<file path="config.mk">
export PLATFORM = sky130hd
export DESIGN_NAME = lsu_byte_master_flat
export DESIGN_NICKNAME = d
export VERILOG_FILES = /design/src/rtl/lsu_byte_master_if.sv /design/src/rtl/lsu_byte_master.sv /design/src/flat_wrapper.sv
export SDC_FILE = /design/constraint.sdc
export NUM_CORES = 1
export LEC_CHECK = 0
export CAP_MARGIN = 25
export CORE_MARGIN = 4
export CORE_UTILIZATION = 35
export DETAILED_ROUTE_END_ITERATION = 7
export GPL_ROUTABILITY_DRIVEN = 0
export PLACE_DENSITY = 0.69
export RECOVER_POWER = 50
export SLEW_MARGIN = 10
export SYNTH_ARGS = -nofsm -noshare
export SYNTH_HDL_FRONTEND = slang
export SYNTH_SLANG_ARGS = --single-unit
</file>
<file path="constraint.sdc">
create_clock -name clk -period 5.13 [get_ports clk]
set_input_delay 0.513 -clock clk [delete_from_list [all_inputs] [get_ports clk]]
set_output_delay 0.513 -clock clk [all_outputs]
set_load 0.01 [all_outputs]
</file>
<file path="src/rtl/lsu_byte_master_if.sv">
// Bundle of the core request/response handshake and the byte-wide memory port
// used by lsu_byte_master; master is the sequencer side, slave the environment.
interface lsu_byte_master_if #(
  parameter int ADDR_WIDTH = 32
);
  logic                  req_valid;
  logic                  req_ready;
  logic                  req_we;
  logic [2:0]            req_size;
  logic [ADDR_WIDTH-1:0] req_addr;
  logic [31:0]           req_wdata;

  logic                  rsp_valid;
  logic                  rsp_ready;
  logic [31:0]           rsp_rdata;
  logic                  rsp_err;

  logic [ADDR_WIDTH-1:0] mem_addr;
  logic                  mem_we;
  logic [7:0]            mem_wdata;
  logic [7:0]            mem_rdata;

  modport master (
    input  req_valid, req_we, req_size, req_addr, req_wdata,
    input  rsp_ready, mem_rdata,
    output req_ready, rsp_valid, rsp_rdata, rsp_err,
    output mem_addr, mem_we, mem_wdata
  );

  modport slave (
    output req_valid, req_we, req_size, req_addr, req_wdata,
    output rsp_ready, mem_rdata,
    input  req_ready, rsp_valid, rsp_rdata, rsp_err,
    input  mem_addr, mem_we, mem_wdata
  );
endinterface

</file>
<file path="src/rtl/lsu_byte_master.sv">
// Load/store sequencer: splits one W/H/B access into byte beats on a byte-wide
// memory port and returns a zero/sign-extended result or an alignment error.
module lsu_byte_master #(
  parameter int ADDR_WIDTH = 32
) (
  input  logic               clk,
  input  logic               reset,
  lsu_byte_master_if.master  bus,
  output logic               busy
);

  localparam logic [1:0] IDLE   = 2'd0;
  localparam logic [1:0] ACCESS = 2'd1;
  localparam logic [1:0] RESP   = 2'd2;

  localparam logic [2:0] SZ_W  = 3'b000;
  localparam logic [2:0] SZ_HU = 3'b001;
  localparam logic [2:0] SZ_H  = 3'b010;
  localparam logic [2:0] SZ_BU = 3'b011;
  localparam logic [2:0] SZ_B  = 3'b100;

  logic [1:0]            state_r;
  logic [1:0]            k_r;
  logic                  we_r;
  logic [2:0]            size_r;
  logic [ADDR_WIDTH-1:0] addr_r;
  logic [31:0]           wdata_r;
  logic [31:0]           lanes_r;
  logic [31:0]           rsp_rdata_r;
  logic                  rsp_err_r;
  logic [31:0]           lanes_s;

  // Illegal size codes and misaligned W/H addresses are rejected at acceptance.
  function automatic logic req_error(input logic [2:0] size, input logic [1:0] lsb);
    case (size)
      SZ_W:        req_error = (lsb != 2'b00);
      SZ_HU, SZ_H: req_error = lsb[0];
      SZ_BU, SZ_B: req_error = 1'b0;
      default:     req_error = 1'b1;
    endcase
  endfunction

  function automatic logic [1:0] last_beat(input logic [2:0] size);
    case (size)
      SZ_W:        last_beat = 2'd3;
      SZ_HU, SZ_H: last_beat = 2'd1;
      default:     last_beat = 2'd0;
    endcase
  endfunction

  function automatic logic [31:0] extend_load(input logic [2:0] size, input logic [31:0] lanes);
    case (size)
      SZ_W:    extend_load = lanes;
      SZ_HU:   extend_load = {16'h0000, lanes[15:0]};
      SZ_H:    extend_load = {{16{lanes[15]}}, lanes[15:0]};
      SZ_BU:   extend_load = {24'h000000, lanes[7:0]};
      SZ_B:    extend_load = {{24{lanes[7]}}, lanes[7:0]};
      default: extend_load = 32'h0000_0000;
    endcase
  endfunction

  // Captured lanes including the byte arriving this beat, so the final beat
  // can produce the extended result at the same edge it enters RESP.
  always_comb begin
    lanes_s = lanes_r;
    lanes_s[{k_r, 3'b000} +: 8] = bus.mem_rdata;
  end

  // Sequencer state, latched request and response registers.
  always_ff @(posedge clk) begin
    if (reset) begin
      state_r     <= IDLE;
      k_r         <= 2'd0;
      we_r        <= 1'b0;
      size_r      <= 3'b000;
      addr_r      <= '0;
      wdata_r     <= 32'h0000_0000;
      lanes_r     <= 32'h0000_0000;
      rsp_rdata_r <= 32'h0000_0000;
      rsp_err_r   <= 1'b0;
    end else begin
      case (state_r)
        IDLE: begin
          if (bus.req_valid) begin
            we_r    <= bus.req_we;
            size_r  <= bus.req_size;
            addr_r  <= bus.req_addr;
            wdata_r <= bus.req_wdata;
            k_r     <= 2'd0;
            lanes_r <= 32'h0000_0000;
            if (req_error(bus.req_size, bus.req_addr[1:0])) begin
              state_r     <= RESP;
              rsp_err_r   <= 1'b1;
              rsp_rdata_r <= 32'h0000_0000;
            end else begin
              state_r <= ACCESS;
            end
          end
        end
        ACCESS: begin
          if (!we_r) begin
            lanes_r <= lanes_s;
          end
          if (k_r == last_beat(size_r)) begin
            state_r     <= RESP;
            rsp_err_r   <= 1'b0;
            rsp_rdata_r <= we_r ? 32'h0000_0000 : extend_load(size_r, lanes_s);
          end else begin
            k_r <= k_r + 2'd1;
          end
        end
        RESP: begin
          if (bus.rsp_ready) begin
            state_r     <= IDLE;
            k_r         <= 2'd0;
            rsp_err_r   <= 1'b0;
            rsp_rdata_r <= 32'h0000_0000;
          end
        end
        default: begin
          state_r <= IDLE;
          k_r     <= 2'd0;
        end
      endcase
    end
  end

  // Memory port decoded purely from registered state, counter and latched request.
  always_comb begin
    if (state_r == ACCESS) begin
      bus.mem_addr  = addr_r + ADDR_WIDTH'(k_r);
      bus.mem_we    = we_r;
      if (we_r) begin
        bus.mem_wdata = wdata_r[{k_r, 3'b000} +: 8];
      end else begin
        bus.mem_wdata = 8'h00;
      end
    end else begin
      bus.mem_addr  = '0;
      bus.mem_we    = 1'b0;
      bus.mem_wdata = 8'h00;
    end
  end

  assign bus.req_ready = (state_r == IDLE);
  assign bus.rsp_valid = (state_r == RESP);
  assign bus.rsp_rdata = rsp_rdata_r;
  assign bus.rsp_err   = rsp_err_r;
  assign busy          = (state_r != IDLE);

endmodule

</file>
<file path="src/flat_wrapper.sv">
// flat-port wrapper written by rule: the top's interface ports become plain ports
module lsu_byte_master_flat 
#(
  parameter int ADDR_WIDTH = 32
)
  (clk, reset, busy, bus_req_valid, bus_req_we, bus_req_size, bus_req_addr, bus_req_wdata, bus_rsp_ready, bus_mem_rdata, bus_req_ready, bus_rsp_valid, bus_rsp_rdata, bus_rsp_err, bus_mem_addr, bus_mem_we, bus_mem_wdata);
  lsu_byte_master_if #(.ADDR_WIDTH(ADDR_WIDTH)) bus_i ();
  input  logic clk;
  input  logic reset;
  output logic busy;
  input wire logic [$bits(bus_i.req_valid)-1:0] bus_req_valid;
  input wire logic [$bits(bus_i.req_we)-1:0] bus_req_we;
  input wire logic [$bits(bus_i.req_size)-1:0] bus_req_size;
  input wire logic [$bits(bus_i.req_addr)-1:0] bus_req_addr;
  input wire logic [$bits(bus_i.req_wdata)-1:0] bus_req_wdata;
  input wire logic [$bits(bus_i.rsp_ready)-1:0] bus_rsp_ready;
  input wire logic [$bits(bus_i.mem_rdata)-1:0] bus_mem_rdata;
  output wire logic [$bits(bus_i.req_ready)-1:0] bus_req_ready;
  output wire logic [$bits(bus_i.rsp_valid)-1:0] bus_rsp_valid;
  output wire logic [$bits(bus_i.rsp_rdata)-1:0] bus_rsp_rdata;
  output wire logic [$bits(bus_i.rsp_err)-1:0] bus_rsp_err;
  output wire logic [$bits(bus_i.mem_addr)-1:0] bus_mem_addr;
  output wire logic [$bits(bus_i.mem_we)-1:0] bus_mem_we;
  output wire logic [$bits(bus_i.mem_wdata)-1:0] bus_mem_wdata;
  assign bus_i.req_valid = bus_req_valid;
  assign bus_i.req_we = bus_req_we;
  assign bus_i.req_size = bus_req_size;
  assign bus_i.req_addr = bus_req_addr;
  assign bus_i.req_wdata = bus_req_wdata;
  assign bus_i.rsp_ready = bus_rsp_ready;
  assign bus_i.mem_rdata = bus_mem_rdata;
  assign bus_req_ready = bus_i.req_ready;
  assign bus_rsp_valid = bus_i.rsp_valid;
  assign bus_rsp_rdata = bus_i.rsp_rdata;
  assign bus_rsp_err = bus_i.rsp_err;
  assign bus_mem_addr = bus_i.mem_addr;
  assign bus_mem_we = bus_i.mem_we;
  assign bus_mem_wdata = bus_i.mem_wdata;
  lsu_byte_master #(.ADDR_WIDTH(ADDR_WIDTH)) u_core (.clk(clk), .reset(reset), .bus(bus_i), .busy(busy));
endmodule
</file>
==> results of run 1 <==
-- sequential cells by signal, summed over array words and instances (netlist names) --
| signal | flops |
|---|---|
| u_core.k_r | 2 |
| u_core.state_r | 2 |
| u_core.lanes_r | 32 |
| u_core.size_r | 3 |
| u_core.we_r | 1 |
| u_core.bus.rsp_err | 1 |
| u_core.bus.rsp_rdata | 32 |
| u_core.addr_r | 32 |
| u_core.wdata_r | 32 |
-- layout make-up --
| type | instances | area share |
|---|---|---|
| Tap cell | 260 | 0.0360 |
| Inverter | 25 | 0.0104 |
| Sequential cell | 137 | 0.303 |
| Antenna cell | 1 | 0.000277 |
| Clock buffer | 17 | 0.0470 |
| Multi-Input combinational cell | 633 | 0.406 |
| Clock inverter | 15 | 0.0145 |
| Timing Repair Buffer | 169 | 0.183 |
-- where the power goes --
part           switching, µW  total [µW]  internal, µW  leakage [µW]
combinational            452         737           285       0.00188
sequential              69.2        1220          1150       0.00111
clock                    482        1150           665      0.000272
-- final timing paths --
check | depth (start not counted) | startpoint | to
hold / removal | 2 | u_core.wdata_r[22]$_SDFFE_PP0P_ | u_core.wdata_r[22]$_SDFFE_PP0P_
setup / recovery | 6 | u_core.state_r[0]$_SDFFE_PP0P_ | u_core.wdata_r[22]$_SDFFE_PP0P_
setup reg to reg | 6 | u_core.state_r[0]$_SDFFE_PP0P_ | u_core.wdata_r[22]$_SDFFE_PP0P_
hold reg to reg | 2 | u_core.wdata_r[22]$_SDFFE_PP0P_ | u_core.wdata_r[22]$_SDFFE_PP0P_
-- placed cells by master, fill, tap and decap left out, drive strengths merged, types with 13 or more instances in the layout --
cell	Yosys	layout
nand2	174	174
dfxtp	137	137
clkdlybuf4s50	0	119
a21oi	108	108
nor2	83	83
o21ai	43	43
dlygate4sd3	0	36
nor2b	34	34
inv	24	24
a22oi	23	23
xor2	19	19
clkbuf	42	18
o2bb2ai	17	17
nand3	13	13
buf	14	13
clkinv	1	13
-- tightest hold or removal path, cell delays in order, from the launching register on --
cell     delay, ns
dfxtp_1       0.31
nand2_1       0.05
a21oi_1       0.05
-- cell usage after synthesis (5+ instances only) --
| library cell | count | area (µm²) |
|---|---|---|
| a21oi_1 | 108 | 541 |
| nor2b_1 | 34 | 213 |
| nor4bb_1 | 9 | 90.1 |
| nand2_1 | 174 | 653 |
| buf_1 | 12 | 45.0 |
| a22oi_1 | 23 | 173 |
| inv_1 | 24 | 90.1 |
| nand4_1 | 9 | 56.3 |
| or3_1 | 5 | 31.3 |
| and3_1 | 9 | 56.3 |
| o21ai_0 | 40 | 200 |
| and2_1 | 8 | 50.1 |
| xor2_1 | 19 | 166 |
| o2bb2ai_2 | 10 | 150 |
| mux2_2 | 7 | 78.8 |
| nand3_1 | 13 | 65.1 |
| clkbuf_1 | 42 | 158 |
| dfxtp_1 | 137 | 2740 |
| xnor2_1 | 7 | 61.3 |
| a22o_1 | 8 | 70.1 |
| ha_1 | 10 | 125 |
| mux4_2 | 8 | 180 |
| o2bb2ai_1 | 7 | 61.3 |
| nor2_1 | 83 | 312 |
-- routing by layer --
layer / vias to the layer above / global-route usage / part of all wire
met3: 24 / 0.0400 / 0.053
met5: - / 0 / 0
met1: 2970 / 0.230 / 0.45
li1: 3192 / - / -
met4: 0 / 0.0649 / 0.018
met2: 155 / 0.299 / 0.48
-- logic make-up (layout without fill, tap and decap cells) --
logic type | count (synthesis) | count (layout)
AND/OR/NAND/NOR | 364 | 364
AO/OA/AOI/OAI | 217 | 217
flip-flops | 137 | 137
buffers and inverters | 81 | 226
XOR/XNOR | 26 | 26
multiplexers | 15 | 15
adder cells (fa/ha/maj) | 11 | 11
other | 0 | 1
-- per-stage QoR --
stage / cell area, µm² / setup WS, ns / total power (µW)
3_3_place_gp: 8470 / 1.75 / 1960
6_report: 9040 / 1.23 / 3100
2_1_floorplan: 6730 / 2.06 / 1700
5_1_grt: 9040 / 0.778 / 3270
4_1_cts: 9040 / 1.24 / 3120
3_5_place_dp: 8480 / 1.72 / 1980
==> metrics.sh, run 1 <==
FLOORPLAN.DIE.WIDTH_UM=147
HOLD_VIOL_FINAL=0
CTSHOLDBUFFERS=0
CLOCK-SINKS=137
DIE_AREA_UM2=21500
VDD_DROP_MAX_mV=0.242
DOMINANT_COMBINATIONAL_CELL_FAMILY_BY_AREA_AFTER_SYNTHESIS='simple AND/OR/NAND/NOR gates'
TIMING_WORST_SLEW_PIN_VALUE_NS=2.24
NUMBER_OF_CLOCK_BUFFERS_INSERTED_BY_TRITONCTS=17
OUTCOME='complete, but fails checks'
CLK_BUF_DEPTH=2
BUFFER_PORTS.INSERTED=156
VIAS_PER_CELL=5.04
SETUP_VIOLATIONS=0
SYNTH-XOR-AREA-SHARE=0.0338
SYNTH.DISTINCT_CELLS=55
IO_PINS=157
ROOT_BUFFER='clkbuf_16'
DRT_PASS1_ITERATIONS=5
ROUTE.FINAL.WIRE_LENGTH_MM=19.3
SYN-INSTANCE-COUNT=851
POST_SYNTH_FA_HA_MAJ_AREA_FRACTION=0.0216
FIRST_PASS_GRT_WIRE_LENGTH_MM=31.6
CLK_LATENCY_NS=0.41
WHS_NS=0.454
CRITPATHLAUNCHTYPE='flip-flop'
CTSRESIZECOUNT=0
MIN_PERIOD_NS=3.90
SYNTHFLOPTYPE='dfxtp_1'
FIRST_GLOBAL_VIAS=6144
POST_SYNTH_AND_OR_NAND_NOR_AREA_FRACTION=0.249
NNETSFINAL=1074
INITIAL_ANTENNA_VIOLATION_COUNT=1
SHARE_OF_SYNTHESIZED_AREA_SPENT_ON_MULTIPLEXERS=0.0385
CRITPATHCAPTURETYPE='flip-flop'
FIN_CLK_SKEW_NS=0.00696
CP_SLOWEST_CELL='clkbuf_1'
VIA_COUNT=6341
POST_ROUTE_CELLS_DRIVE_ABOVE_1_SHARE=0.0783
GRT_MAX_DEGREE=81
GRT_UTIL_ALL_LAYERS=0.180
SYNTH-SEQ-CELLS=137
TIMING.HOLD.WORST.CLASS='reg -> reg'
ARRIVAL_TIME_WORST_ENDPOINT_NS=4.24
MAX_CAP_VIOLATIONS=1
VIOLATIONS='max-capacitance violations, max-slew violations'
AREA_GROWTH_PCT=34.4
REG2REG_SLACK_NS=1.23
SYNTH.NET_COUNT=942
MAXCLOCKFREQUENCY_GHz=0.256
SYNTH-EDFF-COUNT=0
MAX-SLEW-MARGIN-REL=-0.492
SYNTH.YOSYS.SEQ_AREA_SHARE=0.408
FP.DIEH_UM=147
P_LEAK_uW=0.00326
FINAL-SEQ-AREA_UM2=2740
SYNTHESIS.AREA_PER_INSTANCE_UM2=7.91
CRITICAL_PATH.TOP_DELAY_FAMILY='buffers and inverters'
DETAIL_ROUTE.WL_PER_CELL_UM=15.3
REMAINING_DRC_ERRORS=0
FINAL.FILL_COUNT=1838
RSZ0062_AT_GRT='no'
CRITICAL_PATH.CELL_CHAIN='inv_1 -> ha_1 -> and2_0 -> clkbuf_1 -> nand2_1 -> a21oi_1'
CRIT_REQUIRED_NS=5.47
CLK_PIN_SLEW_WORST_PATHS_NS=0.06
SYNTH_COMPOUND_GATE_AREA_SHARE=0.202
NUMBER_OF_BUFFERS_AND_INVERTERS_ON_THE_CRITICAL_PATH=2
CRITICAL_PATH_CLASS='reg -> reg'
SYNTHESIS.AREA_UM2=6730
FINALNONFILLERCELLS=1257
TIMING.FINAL.MAX_SLEW_VIOLATIONS=52
TRITONCTS='yes'
HTREE_LEVELS=4
MULTIINPUTGATEAREA_UM2=3670
DETAILED_ROUTE_ITER0_VIOLATIONS=507
PLACEDCELLCOUNT=1223
OVERFLOW=0
POST-ROUTE-PERIOD-UTIL=0.760
PLACEABLECOREAREA_UM2=18800
INITIAL_UTILIZATION=0.357
POSTCTSSETUPBUFFERS=0
PATH_MAX_FANOUT=51
TNS_NS=0
STANDARD_CELL_ROWS=50
SYNTH.YOSYS.WARNINGS=0
POWERDENSITY_nW_PER_UM2=343
SYNTHARSTFLOPSHARE=0
CRITICAL_PATH.MAX_STAGE_DELAY_NS=1.66
ANTENNA_LEFT=0
FINAL_UTIL=0.480
DP.FINAL_HPWL_MM=13.7
Note: power is estimated with default switching activity, not from simulation.
==> run 2, diff against run 1 <==
==> constraint.sdc (replaced) <==
create_clock -name clk -period 4.1 [get_ports clk]
set_input_delay 0.41 -clock clk [delete_from_list [all_inputs] [get_ports clk]]
set_output_delay 0.41 -clock clk [all_outputs]
set_load 0.01 [all_outputs]
==> run 2 against run 1 <==
First-iteration DRC count decreased by 12%; die area unchanged; critical path depth increased by 1; largest power group is now the clock network; register-to-register slack got worse by 0.21 ns; via count about the same; the run now ends clean.
==> metrics.sh, run 2 (same netlist as run 1, synthesis figures left out) <==
FLOORPLAN.DIE.WIDTH_UM=147  # unchanged
ROOT_BUFFER='clkbuf_16'  # unchanged
POSTCTSSETUPBUFFERS=0  # unchanged
ROUTE.FINAL.WIRE_LENGTH_MM=19.3  # about the same
STANDARD_CELL_ROWS=50  # unchanged
BUFFER_PORTS.INSERTED=156  # unchanged
CRITPATHCAPTURETYPE='output port'  # was flip-flop
CTSHOLDBUFFERS=0  # unchanged
FP.DIEH_UM=147  # unchanged
POWERDENSITY_nW_PER_UM2=446  # was 343 nW/µm²
GRT_MAX_DEGREE=74  # was 81
MOST-COMMON-LAYOUT-CELLS='nand2_1, dfxtp_1, clkdlybuf4s50_1'  # unchanged
REMAINING_DRC_ERRORS=0  # unchanged
VDD_DROP_MAX_mV=0.329  # was 0.242 mV
CRITPATHLAUNCHTYPE='flip-flop'  # unchanged
POST_ROUTE_CELLS_DRIVE_ABOVE_1_SHARE=0.0811  # was 0.0783
FIRST_GLOBAL_VIAS=5977  # was 6,144
NUMBER_OF_CLOCK_BUFFERS_INSERTED_BY_TRITONCTS=17  # unchanged
CTSRESIZECOUNT=0  # unchanged
FIN_CLK_SKEW_NS=0.00639  # was 0.00696 ns
INITIAL_ANTENNA_VIOLATION_COUNT=1  # unchanged
POST-ROUTE-PERIOD-UTIL=0.817
VIA_COUNT=6339  # was 6,341
OVERFLOW=0  # unchanged
TIMING_WORST_SLEW_PIN_VALUE_NS=1.21  # was 2.24 ns
HOLD_VIOL_FINAL=0  # unchanged
CP_SLOWEST_CELL='clkdlybuf4s50_1'  # was clkbuf_1
AREA_GROWTH_PCT=35.8  # was 34.4%
FINAL_COMMON_CELL='nand2_1'  # unchanged
TIMING.HOLD.WORST.START='reset'  # was u_core.wdata_r[22]$_SDFFE_PP0P_
TIMING.HOLD.WORST.CLASS='in -> reg'  # was reg -> reg
MAX-SLEW-MARGIN-REL=0.194  # was -0.492
VIAS_PER_CELL=5.03  # was 5.04
CRITICAL_PATH.TOP_DELAY_FAMILY='simple AND/OR/NAND/NOR gates'  # was buffers and inverters
DPL_WORST_SLACK_NS=1.20  # was 1.72 ns
CLK_PIN_SLEW_WORST_PATHS_NS=0.06  # about the same
ANTENNA_LEFT=0  # unchanged
TRITONCTS='yes'  # unchanged
TIMING.RR.START='u_core.state_r[0]$_SDFFE_PP0P_'  # unchanged
CRITICAL_PATH.CELL_CHAIN='buf_4 -> fa_1 -> nand3_1 -> or3_1 -> or3_1 -> a21oi_1 -> clkdlybuf4s50_1'  # was inv_1 -> ha_1 -> and2_0 -> clkbuf_1 -> nand2_1 -> a21oi_1
NUMBER_OF_BUFFERS_AND_INVERTERS_ON_THE_CRITICAL_PATH=2  # unchanged
TNS_NS=0  # unchanged
CRITICAL_PATH_CLASS='reg -> out'  # was reg -> reg
MAXCLOCKFREQUENCY_GHz=0.298
PLACEABLECOREAREA_UM2=18800  # unchanged
DETAIL_ROUTE.WL_PER_CELL_UM=15.3  # about the same
PATH_MAX_FANOUT=16  # was 51
CRIT_REQUIRED_NS=3.69  # was 5.47 ns
MIN_PERIOD_NS=3.35
DETAILED_ROUTE_ITER0_VIOLATIONS=448  # was 507
SETUP_VIOLATIONS=0  # unchanged
HTREE_LEVELS=4  # unchanged
CRITICAL_PATH.MAX_STAGE_DELAY_NS=0.55  # was 1.66 ns
FINAL.FILL_COUNT=1809  # was 1,838
DRT_PASS1_ITERATIONS=8  # was 5
GRT_UTIL_ALL_LAYERS=0.174  # was 0.180
CLK_LATENCY_NS=0.41  # about the same
RSZ0062_AT_GRT='no'  # unchanged
MAX_CAP_VIOLATIONS=0  # was 1
SETUP.WORST_PATH.START='u_core.k_r[1]$_SDFFE_PP0P_'  # was u_core.state_r[0]$_SDFFE_PP0P_
TIMING.FINAL.MAX_SLEW_VIOLATIONS=0  # was 52
INITIAL_UTILIZATION=0.357  # unchanged
DP.FINAL_HPWL_MM=13.6  # was 13.7 mm
CRIT_TOP_CELL='or3_1'
CLOCK-SINKS=137  # unchanged
P_LEAK_uW=0.00331  # was 0.00326 µW
NNETSFINAL=1077  # was 1,074
DIE_AREA_UM2=21500  # unchanged
ARRIVAL_TIME_WORST_ENDPOINT_NS=2.94  # was 4.24 ns
FIRST_PASS_GRT_WIRE_LENGTH_MM=30.8  # was 31.6 mm
IO_PINS=157  # unchanged
CLK_BUF_DEPTH=2  # unchanged
TIMING.FINAL.WS_SETUP_NS=0.749  # was 1.23 ns
OUTCOME='finished, final reports clean'  # was complete, but fails checks
run 2: routing by layer:
layer | global-route usage | vias to the layer above | share of wire
met5 | 0 | - | 0
met4 | 0.0607 | 0 | 0.017
met3 | 0.0382 | 22 | 0.055
met2 | 0.286 | 161 | 0.48
met1 | 0.226 | 2977 | 0.44
li1 | - | 3179 | -
run 2: per-stage QoR:
stage                util  hold WS [ns]  instance area [µm²]  instances  power, µW
floorplan               -         0.433                 6730        851       2130
global placement    0.451         0.441                 8500       1225       2460
detailed placement  0.452         0.447                 8500       1226       2480
CTS                 0.485         0.432                 9130       1258       4100
global route        0.485         0.463                 9140       1260       4260
finish              0.485         0.438                 9140       1260       4070
run 2: final timing paths:
kind	end	slack [ns]	cells after the start
worst max-delay path	bus_mem_addr[12]	0.75	7
worst min-delay path	u_core.wdata_r[27]$_SDFFE_PP0P_	0.44	2
worst max register to register	u_core.wdata_r[5]$_SDFFE_PP0P_	1.02	6
worst min register to register	u_core.wdata_r[19]$_SDFFE_PP0P_	0.45	2
run 2: final cells by class:
type	instances	area [µm²]	area share
Clock inverter	12	171	0.0188
Timing Repair Buffer	172	1680	0.183
Multi-Input combinational cell	633	3670	0.402
Sequential cell	137	2740	0.300
Tap cell	260	325	0.0356
Clock buffer	20	457	0.0500
Antenna cell	1	2.50	0.000274
Inverter	25	93.8	0.0103
run 2: worst register-to-register path: stages (launching register included):
cell      delay [ns]
dfxtp_1         0.33
inv_1           0.08
ha_1            0.40
and2_0          1.00
clkbuf_2        0.87
nand2_1         0.18
a21oi_1         0.16
run 2: power breakdown:
part           internal (µW)  total (µW)  switching (µW)  leakage, µW
Combinational            356         926             570      0.00190
Clock                   1050        1620             578     0.000302
Sequential              1440        1520            86.1      0.00111
==> run 3, diff against run 2 <==
--- a/config.mk
+++ b/config.mk
@@ -10,7 +10,7 @@
 export CORE_UTILIZATION = 35
 export DETAILED_ROUTE_END_ITERATION = 7
 export GPL_ROUTABILITY_DRIVEN = 0
-export PLACE_DENSITY = 0.69
+export PLACE_DENSITY = 0.72
 export RECOVER_POWER = 50
 export SLEW_MARGIN = 10
 export SYNTH_ARGS = -nofsm -noshare
==> constraint.sdc (replaced) <==
create_clock -name clk -period 2.73 [get_ports clk]
set_input_delay 0.273 -clock clk [delete_from_list [all_inputs] [get_ports clk]]
set_output_delay 0.273 -clock clk [all_outputs]
set_load 0.01 [all_outputs]
==> run 3 against run 2 <==
Clock power grew 54%; sequential share of layout area shrank 0.88 points; largest power group unchanged; die area is the same; routed wire length grew 4.7%; largest cell class unchanged.
==> metrics.sh, run 3 (same netlist as run 1, synthesis figures left out) <==
CLOCK-SINKS=137  # unchanged
TIMING.HOLD.WORST.CLASS='in -> reg'  # unchanged
ARRIVAL_TIME_WORST_ENDPOINT_NS=2.39  # was 2.94 ns
DRT_PASS1_ITERATIONS=5  # was 8
HTREE_LEVELS=4  # unchanged
PLACEDCELLCOUNT=1249  # was 1,226
FIRST_PASS_GRT_WIRE_LENGTH_MM=32.0  # was 30.8 mm
HOLD_VIOL_FINAL=0  # unchanged
FINAL_COMMON_CELL='nand2_1'  # unchanged
TIMING.FINAL.MAX_SLEW_VIOLATIONS=0  # unchanged
BUFFER_PORTS.INSERTED=156  # unchanged
MAX_CAP_VIOLATIONS=0  # unchanged
CLK_PIN_SLEW_WORST_PATHS_NS=0.06  # about the same
VIA_COUNT=6585  # was 6,339
ANTENNA_LEFT=0  # unchanged
ANTENNADIODECOUNT=0  # was 1
GRT_UTIL_ALL_LAYERS=0.182  # was 0.174
REMAINING_DRC_ERRORS=0  # unchanged
REG2REG_SLACK_NS=0.21  # was 1.02 ns
FINALNONFILLERCELLS=1288  # was 1,260
DPL_CELL_AREA_UM2=8700  # was 8500 µm²
DETAIL_ROUTE.WL_PER_CELL_UM=15.7  # was 15.3 µm
CRITPATHCAPTURETYPE='output port'  # unchanged
IO_PINS=157  # unchanged
TRITONCTS='yes'  # unchanged
GRT_MAX_DEGREE=72  # was 74
WORSTSETUPENDPOINT='bus_mem_addr[12]'  # unchanged
OVERFLOW=0  # unchanged
POST_ROUTE_CELLS_DRIVE_ABOVE_1_SHARE=0.132  # was 0.0811
PLACEABLECOREAREA_UM2=18800  # unchanged
DIE_AREA_UM2=21500  # unchanged
TNS_NS=0  # unchanged
NUMBER_OF_CLOCK_BUFFERS_INSERTED_BY_TRITONCTS=17  # unchanged
HOLD_PATH_DEPTH=3  # was 2
SETUP.WORST_PATH.START='u_core.k_r[0]$_SDFFE_PP0P_'  # was u_core.k_r[1]$_SDFFE_PP0P_
TIMING.HOLD.WORST.START='reset'  # unchanged
SETUP_VIOLATIONS=0  # unchanged
MAX-SLEW-MARGIN-REL=0.320  # was 0.194
CRITPATHLAUNCHTYPE='flip-flop'  # unchanged
INITIAL_ANTENNA_VIOLATION_COUNT=0  # was 1
STANDARD_CELL_ROWS=50  # unchanged
FINISH.INSTANCE_AREA_UM2=9440  # was 9140 µm²
POWERDENSITY_nW_PER_UM2=662  # was 446 nW/µm²
CRIT_REQUIRED_NS=2.46  # was 3.69 ns
CLK_BUF_DEPTH=2  # unchanged
DETAILED_ROUTE_ITER0_VIOLATIONS=507  # was 448
ROOT_BUFFER='clkbuf_16'  # unchanged
FP.DIEH_UM=147  # unchanged
ROUTE.FINAL.WIRE_LENGTH_MM=20.2  # was 19.3 mm
FIRST_GLOBAL_VIAS=6235  # was 5,977
CLK_LATENCY_NS=0.42  # was 0.41 ns
RSZ0062_AT_GRT='yes'  # was no
FLOORPLAN.DIE.WIDTH_UM=147  # unchanged
WORSTREG2REGEND='u_core.bus.rsp_rdata[11]$_SDFFE_PP0P_'  # was u_core.wdata_r[5]$_SDFFE_PP0P_
FINAL.FILL_COUNT=1776  # was 1,809
P_LEAK_uW=0.00370  # was 0.00331 µW
MAXCLOCKFREQUENCY_GHz=0.375
PATH_MAX_FANOUT=4  # was 16
TIMING.RR.START='u_core.k_r[0]$_SDFFE_PP0P_'  # was u_core.state_r[0]$_SDFFE_PP0P_
OUTCOME='finished, final reports clean'  # unchanged
MOST-COMMON-LAYOUT-CELLS='nand2_1, dfxtp_1, a21oi_1'  # was nand2_1, dfxtp_1, clkdlybuf4s50_1
INITIAL_UTILIZATION=0.357  # unchanged
FIN_CLK_SKEW_NS=0.00619  # was 0.00639 ns
DP.FINAL_HPWL_MM=14.2  # was 13.6 mm
VIAS_PER_CELL=5.11  # was 5.03
CRITICAL_PATH_CLASS='reg -> out'  # unchanged
NNETSFINAL=1106  # was 1,077
VDD_DROP_MAX_mV=0.414  # was 0.329 mV
POST-ROUTE-PERIOD-UTIL=0.976
AREA_GROWTH_PCT=40.3  # was 35.8%
MIN_PERIOD_NS=2.66
TIMING_WORST_SLEW_PIN_VALUE_NS=1.02  # was 1.21 ns
WORSTREGTOREGCELLS=9  # was 6
run 3: cell count changes in the layout (fill, tap and decap cells not counted), moves of 3 or more:
cell             delta
clkinv_2            -3
dfxtp_2             +6
clkinv_4            +3
nor4_1              -3
dlygate4sd2_1       +8
dfxtp_1             -6
clkdlybuf4s50_1    -23
buf_2               +5
dlymetal6s2s_1      +8
buf_4              +27
run 3: critical path, cell delays in order (launching register included):
cell	delay [ns]
dfxtp_1	0.38
ha_4	0.17
fa_2	0.22
nand3_2	0.13
or3_4	0.44
or3_1	0.31
a21oi_1	0.17
buf_2	0.15
run 3: through the flow:
stage          total power (µW)  utilization  hold WS, ns  worst slack, ns
3_5_place_dp               3790        0.462        0.448           0.0797
3_3_place_gp               3770        0.462        0.442            0.108
2_1_floorplan              3200            -        0.409           0.0172
6_report                   6250        0.501        0.277           0.0652
4_1_cts                    6280        0.498        0.252          -0.0394
5_1_grt                    6540        0.501        0.270          -0.0304
run 3: worst min path at each step:
stage / end / slack [ns]
5_1_grt: u_core.bus.rsp_rdata[7]$_SDFFE_PP0P_ / 0.27
6_report: u_core.bus.rsp_rdata[7]$_SDFFE_PP0P_ / 0.28
3_3_place_gp: u_core.wdata_r[26]$_SDFFE_PP0P_ / 0.44
4_1_cts: u_core.bus.rsp_rdata[7]$_SDFFE_PP0P_ / 0.25
2_1_floorplan: u_core.wdata_r[0]$_SDFFE_PP0P_ / 0.41
3_5_place_dp: u_core.wdata_r[26]$_SDFFE_PP0P_ / 0.45
run 3: area by class of cell:
cell class	instances	area (µm²)	area share
clock inverter	13	191	0.0203
sequential	137	2750	0.291
inverter	25	93.8	0.00994
tap	260	325	0.0345
clock buffer	19	453	0.0480
multi-input combinational	633	3750	0.397
timing repair buffer	201	1880	0.199
run 3: where the power goes:
group | leakage [µW] | internal, µW | switching, µW | total [µW]
combinational | 0.00227 | 582 | 885 | 1470
sequential | 0.00112 | 2160 | 131 | 2290
clock | 0.000306 | 1580 | 904 | 2490
run 3: repair_timing:
| action | CTS | global route |
|---|---|---|
| buffers inserted | 3 | 3 |
| endpoints found under the setup margin | 21 | 19 |
| pin swaps | 2 | 3 |
| gates resized for setup | 43 | 24 |
| hold buffers | 0 | 0 |
run 3: layer usage:
layer  wire, µm  global-route usage
met3       1230              0.0422
met1       8480               0.225
met4        535              0.0771
met5          0                   0
met2       9920               0.304
